## config.mk

```make
export PLATFORM = sky130hd
export DESIGN_NAME = aes_key_sched_ctrl
export DESIGN_NICKNAME = d
export VERILOG_FILES = /design/src/rtl/aes_pkg.sv /design/src/rtl/aes_rk_buffer.sv /design/src/rtl/aes_key_sched_ctrl.sv
export SDC_FILE = /design/constraint.sdc
export NUM_CORES = 2
export LEC_CHECK = 0
export ABC_CLOCK_PERIOD_IN_PS = 75100
export CAP_MARGIN = 0
export CORE_MARGIN = 3
export CORE_UTILIZATION = 45
export CTS_CLUSTER_DIAMETER = 50
export DETAILED_ROUTE_END_ITERATION = 16
export GPL_TIMING_DRIVEN = 0
export SLEW_MARGIN = 40
export SYNTH_ARGS = -nofsm -noshare
export SYNTH_HDL_FRONTEND = slang
export SYNTH_HIERARCHICAL = 1
export SYNTH_SLANG_ARGS = --single-unit
```

## constraint.sdc

```tcl
create_clock -name clk -period 75.1 [get_ports clk]
set_input_delay 15.02 -clock clk [delete_from_list [all_inputs] [get_ports clk]]
set_output_delay 15.02 -clock clk [all_outputs]
set_load 0.01 [all_outputs]
```

## src/rtl/aes_pkg.sv

```systemverilog
// Shared definitions for the AES-128 key schedule sequencer and its round-key buffer.
package aes_pkg;

    // Round count and derived buffer depth; only AES-128 is supported.
    localparam int unsigned AES_NR     = 10;
    localparam int unsigned RK_ENTRIES = AES_NR + 1;
    localparam int unsigned KEY_BITS   = 128;

    // First and last round constants of the AES-128 schedule.
    localparam logic [7:0] RCON_FIRST = 8'h01;
    localparam logic [7:0] RCON_FINAL = 8'h36;

    typedef logic [KEY_BITS-1:0] round_key_t;
    typedef logic [3:0]          rk_idx_t;

    typedef enum logic [2:0] {
        StIdle,
        StLoad,
        StLookup,
        StUpdate,
        StFinal,
        StDone
    } aes_state_e;

    // Multiply by x in GF(2^8) modulo the AES polynomial.
    function automatic logic [7:0] xtime(input logic [7:0] b);
        return {b[6:0], 1'b0} ^ (b[7] ? 8'h1b : 8'h00);
    endfunction

endpackage

```

## src/rtl/aes_rk_buffer.sv

```systemverilog
// Round-key register file: one synchronous write port fed by the sequencer and one
// registered read port for the cipher core, with an index range check.
module aes_rk_buffer
    import aes_pkg::*;
#(
    parameter int unsigned Entries = RK_ENTRIES,
    parameter int unsigned Width   = KEY_BITS
) (
    input  logic             clk,
    input  logic             rst,
    input  logic             wr_en,
    input  rk_idx_t          wr_idx,
    input  logic [Width-1:0] wr_data,
    input  logic             rd_en,
    input  rk_idx_t          rd_idx,
    output logic [Width-1:0] rd_data,
    output logic             rd_valid,
    output logic             rd_err
);

    localparam rk_idx_t LastIdx = rk_idx_t'(Entries - 1);

    logic [Width-1:0] mem_q [Entries];
    logic [Width-1:0] rd_data_q;
    logic             rd_valid_q;
    logic             rd_err_q;
    logic             wr_in_range;
    logic             rd_in_range;

    assign wr_in_range = (wr_idx <= LastIdx);
    assign rd_in_range = (rd_idx <= LastIdx);

    // Storage array; cleared on reset so stale keys never survive an abort.
    always_ff @(posedge clk or posedge rst) begin
        if (rst) begin
            for (int i = 0; i < Entries; i++) begin
                mem_q[i] <= '0;
            end
        end else if (wr_en && wr_in_range) begin
            mem_q[wr_idx] <= wr_data;
        end
    end

    // Registered read: out-of-range indices return zero with an error pulse.
    // Without a read the data register holds its last value.
    always_ff @(posedge clk or posedge rst) begin
        if (rst) begin
            rd_data_q  <= '0;
            rd_valid_q <= 1'b0;
            rd_err_q   <= 1'b0;
        end else begin
            rd_valid_q <= rd_en;
            rd_err_q   <= rd_en && !rd_in_range;
            if (rd_en) begin
                rd_data_q <= rd_in_range ? mem_q[rd_idx] : '0;
            end
        end
    end

    assign rd_data  = rd_data_q;
    assign rd_valid = rd_valid_q;
    assign rd_err   = rd_err_q;

endmodule

```

## src/rtl/aes_key_sched_ctrl.sv

```systemverilog
// AES-128 key expansion sequencer: accepts a cipher key, steps the external expansion
// datapath through load and ten rounds while generating round constants, and collects
// every round key into a buffer the cipher core reads by index.
module aes_key_sched_ctrl
    import aes_pkg::*;
#(
    parameter int unsigned NR    = AES_NR,
    parameter int unsigned KEY_W = KEY_BITS
) (
    input  logic             clk,
    input  logic             rst,
    input  logic [KEY_W-1:0] key_in,
    input  logic             key_valid,
    output logic             key_ready,
    output logic             kx_load,
    output logic             kx_advance,
    output logic [31:0]      kx_rcon,
    input  logic [KEY_W-1:0] kx_key,
    output logic [KEY_W-1:0] kx_key_in,
    output logic             keys_ready,
    output logic             busy,
    input  logic             rk_rd_en,
    input  logic [3:0]       rk_rd_idx,
    output logic [KEY_W-1:0] rk_rd_data,
    output logic             rk_rd_valid,
    output logic             rk_rd_err
);

    localparam rk_idx_t LastRound = rk_idx_t'(NR);

    aes_state_e       state_q;
    rk_idx_t          r_q;
    logic [7:0]       rc_q;
    logic [KEY_W-1:0] kx_key_in_q;
    logic             key_ready_q;
    logic             busy_q;
    logic             keys_ready_q;
    logic             kx_load_q;
    logic             kx_advance_q;
    logic [31:0]      kx_rcon_q;

    logic             buf_wr_en;
    rk_idx_t          buf_wr_idx;
    logic             buf_rd_en;

    // Sequencer: state, round counter, round constant and all registered datapath controls.
    // Control outputs are loaded on entry to the state they belong to.
    always_ff @(posedge clk or posedge rst) begin
        if (rst) begin
            state_q      <= StIdle;
            r_q          <= '0;
            rc_q         <= '0;
            kx_key_in_q  <= '0;
            key_ready_q  <= 1'b1;
            busy_q       <= 1'b0;
            keys_ready_q <= 1'b0;
            kx_load_q    <= 1'b0;
            kx_advance_q <= 1'b0;
            kx_rcon_q    <= '0;
        end else begin
            kx_load_q    <= 1'b0;
            kx_advance_q <= 1'b0;
            kx_rcon_q    <= '0;
            case (state_q)
                StIdle, StDone: begin
                    if (key_valid) begin
                        kx_key_in_q  <= key_in;
                        keys_ready_q <= 1'b0;
                        key_ready_q  <= 1'b0;
                        busy_q       <= 1'b1;
                        kx_load_q    <= 1'b1;
                        kx_advance_q <= 1'b1;
                        state_q      <= StLoad;
                    end
                end
                StLoad: begin
                    r_q     <= rk_idx_t'(1);
                    rc_q    <= RCON_FIRST;
                    state_q <= StLookup;
                end
                StLookup: begin
                    // Sbox settle cycle; the next cycle advances the datapath.
                    kx_advance_q <= 1'b1;
                    kx_rcon_q    <= {rc_q, 24'h0};
                    state_q      <= StUpdate;
                end
                StUpdate: begin
                    rc_q <= xtime(rc_q);
                    if (r_q == LastRound) begin
                        state_q <= StFinal;
                    end else begin
                        r_q     <= r_q + rk_idx_t'(1);
                        state_q <= StLookup;
                    end
                end
                StFinal: begin
                    keys_ready_q <= 1'b1;
                    key_ready_q  <= 1'b1;
                    busy_q       <= 1'b0;
                    state_q      <= StDone;
                end
                default: begin
                    state_q     <= StIdle;
                    key_ready_q <= 1'b1;
                    busy_q      <= 1'b0;
                end
            endcase
        end
    end

    // Buffer write strobe: round r-1 is captured in LOOKUP, the last round key in FINAL.
    always_comb begin
        buf_wr_en  = 1'b0;
        buf_wr_idx = r_q - rk_idx_t'(1);
        if (state_q == StLookup) begin
            buf_wr_en = 1'b1;
        end else if (state_q == StFinal) begin
            buf_wr_en  = 1'b1;
            buf_wr_idx = LastRound;
        end
    end

    // Reads are only honoured once the whole schedule is in the buffer.
    assign buf_rd_en = rk_rd_en && keys_ready_q;

    aes_rk_buffer #(
        .Entries (NR + 1),
        .Width   (KEY_W)
    ) u_rk_buffer (
        .clk      (clk),
        .rst      (rst),
        .wr_en    (buf_wr_en),
        .wr_idx   (buf_wr_idx),
        .wr_data  (kx_key),
        .rd_en    (buf_rd_en),
        .rd_idx   (rk_rd_idx),
        .rd_data  (rk_rd_data),
        .rd_valid (rk_rd_valid),
        .rd_err   (rk_rd_err)
    );

    assign key_ready  = key_ready_q;
    assign busy       = busy_q;
    assign keys_ready = keys_ready_q;
    assign kx_load    = kx_load_q;
    assign kx_advance = kx_advance_q;
    assign kx_rcon    = kx_rcon_q;
    assign kx_key_in  = kx_key_in_q;

    // Round constant appears on the datapath only while it is advancing a round.
    a_rcon_only_update: assert property (@(posedge clk) disable iff (rst)
        (kx_rcon_q != '0) |-> (state_q == StUpdate));

    // The tenth update must use the last AES-128 round constant.
    a_rcon_final: assert property (@(posedge clk) disable iff (rst)
        (state_q == StUpdate && r_q == LastRound) |-> (rc_q == RCON_FINAL));

    // A complete schedule and an expansion in flight are mutually exclusive.
    a_ready_not_busy: assert property (@(posedge clk) disable iff (rst)
        !(keys_ready_q && busy_q));

endmodule

```

==> impl_metrics.toml <==
[sta]
layout_min_cycle_time_ns = 17.66
holdWs_ns = 0.480
max_freq_ghz = 0.0566
timing_hold_violations_final = 0
setup_viol = 0
fin_crit_sh_pct = 23.5
worstMarginPinSlew_ns = 0.875
setup_ws_ns = 57.44
grt_setup_unrepaired = "false"
slew_headroom_pct = 41.7
skew_ns = 0.0266
slew_violations = 0
setup_tns_ns = 0

[floorplanning]
dieArea_um2 = 172000
io_pins = 559
fp-row-count = 149
fp.dieH_um = 414
fp.dieW_um = 414
start_util_pct = 45.4
core_um2 = 165000

[setup_path]
r2r_start = "state_q[2]"
crit_cells = 8
cpPeakStageDelay_ns = 0.60
cp_num_buf_inv = 8
critPathCaptureType = "async pin"
cpMostUsedCell = "buf_16"
start_kind = "primary input"
cp-startpoint = "rst"
critical_path.max_fanout = 79
crit_path_cell_trace = "clkdlybuf4s50_1 > inv_8 > buf_16 > buf_16 > buf_16 > buf_16 > buf_16 > buf_16"
r2r_slack_ns = 71.68
cp.required_ns = 76.04
critPathSlowestCell = "clkdlybuf4s50_1"
criticalPathCategory = "primary input to async pin"
cpLargestDelayFamily = "buffers and inverters"
arrival_ns = 18.60
r2r_cells = 9

[global_routing]
antenna_found_initial = 27
grt_overflow = 0
grt_max_degree = 82
grt_pass1_vias = 49300
grt_pass1_wl_mm = 318
grt_usage_pct = 24.3

[power_and_ir_drop]
peakVddDrop_mv = 0.0248
power_mw = 3.62
leakage_nw = 40.7
power_density_nw_per_um2 = 40.0

[placed_design]
pre_cts_slack_ns = 56.51
dp_hpwl_mm = 145
io_buffers = 532
gp_congestion = 0.791

[synth]
ys_seq_elements = 1694
synth_cell_type_count = 44
synth_edf_count = 0
syn_inst = 5409
synth-main-ff-cell = "dfrtp_1"
synth.avg_cell_area_um2 = 13.9
yosysWarnings = 6
syn-cell-area_um2 = 75000
ys_seq_area_share_pct = 56.5
async_flop_share_pct = 100

[drt]
avgViaCountPerCell = 5.48
vias = 46800
drt_pre_antenna_iters = 5
ant_nets = 0
routed_wl_mm = 211
drc_errors = 0
wire_per_inst_um = 24.6
drt_iter0_drc = 2962

[clock_tree]
hold_buffers = 0
cts.sinks = 1694
htreeDepth = 4
cts_setup_buffers = 0
clk_pin_slew_worst_paths_ns = 0.06
ctsResizeCount = 0
cts_tree = "done"
cts_root_buf = "clkbuf_16"
cts_buffers = 190
clock_latency_ns = 0.80
clk_path_buf_depth = 3

[layout]
final_cell_mix = "dfrtp_1 (1693), mux2_2 (1315), mux2i_1 (640)"
drive_above_1_share_pct = 32.4
final_common_cell = "dfrtp_1"
fillers = 14000
final_net_count = 6457
syn_to_final_growth_pct = 20.6

[min_path]
min_from = "kx_key_in[18]"
hold_class = "register to register"
min_path_cells = 1

[run_status]
status = "completed"

[flow_run]
drv_cap = 0
layer usage:
metal | vias up | wire length, um | global-route usage [%]
met3 | 305 | 12100 | 5.89
met5 | - | 13 | 0
met4 | 2 | 6500 | 8.31
li1 | 21000 | - | -
met2 | 1018 | 98600 | 38.6
met1 | 24500 | 93300 | 32.8
synthesized netlist by cell type, types with 2 or more instances:
cell type  instances  area [um^2]
nand2b_1           9         56.3
buf_2            202         1010
or4b_2             2         20.0
nand3b_1           2         15.0
and2_1            10         62.6
o21ai_0            6         30.0
xnor2_1            5         43.8
dfrtp_1         1693        42400
buf_4             64          480
buf_6             12          135
or2_2              4         25.0
clkbuf_1         227          852
o221ai_1         129         1130
buf_1             21         78.8
ha_1               3         37.5
mux2_2          1315        14800
a21oi_1          132          661
mux2_4           100         1500
a22oi_1          256         1920
inv_1            135          507
nor2_1           143          537
nand2_1           17         63.8
nor2b_1            7         43.8
nand3_1          135          676
mux2i_1          640         6410
mux2_1           121         1360
and3_1             2         12.5
stage by stage:
step	std cells	instance area [um^2]	util [%]
global route	8535	90400	54.7
detailed placement	8187	84100	50.9
CTS	8529	90400	54.7
floorplan	5432	75100	-
global placement	8153	83200	50.3
finish	8549	90400	54.7
flip-flops by register name (all words and copies together), names as in the netlist, 3 cells and up:
signal,cells
r_q,4
u_rk_buffer/mem_q,1408
kx_key_in,128
rc_q,8
kx_rcon,8
state_q,3
u_rk_buffer/rd_data,128
logic make-up (layout without fill, tap and decap cells):
group	after synthesis	after routing	share of synthesized area, %
AO/OA/AOI/OAI	531	531	5.08
XOR/XNOR	5	5	0.0584
adder cells (fa/ha/maj)	3	3	0.0500
buffers and inverters	661	1569	4.09
flip-flops	1694	1694	56.5
multiplexers	2176	2176	32.1
other	1	44	0.00500
AND/OR/NAND/NOR	338	338	2.11
worst register-to-register path: stages (launching register included):
cell	delay (ns)
dfrtp_1	0.37
clkbuf_1	0.20
nor3b_1	0.27
clkbuf_1	0.39
or2_2	0.24
nand3b_1	0.16
nor2_1	0.21
buf_2	0.61
buf_2	0.46
mux2_2	0.38
layout make-up:
type,count,area (um^2),area share (%)
clock inverter,63,608,0.672
clock buffer,279,5690,6.29
antenna,20,50.0,0.0553
timing repair buffer,566,6220,6.88
buffer,526,2590,2.86
multi-input combinational,3077,29600,32.8
tap,2189,2740,3.03
inverter,135,522,0.577
sequential,1694,42400,46.9
power breakdown:
part	total, mW	internal (mW)	switching [mW]
Combinational	1.13	0.658	0.469
Clock	0.927	0.551	0.376
Sequential	1.57	1.35	0.221
Total	3.62	2.55	1.07
final timing paths:
kind / endpoint
max: u_rk_buffer/mem_q[428]
max reg2reg: u_rk_buffer/mem_q[718]
min: kx_key_in[18]
min reg2reg: kx_key_in[18]
min in group asynchronous: kx_key_in[103]
max in group clk: u_rk_buffer/rd_data[1]
(Power assumes the default switching activity.)
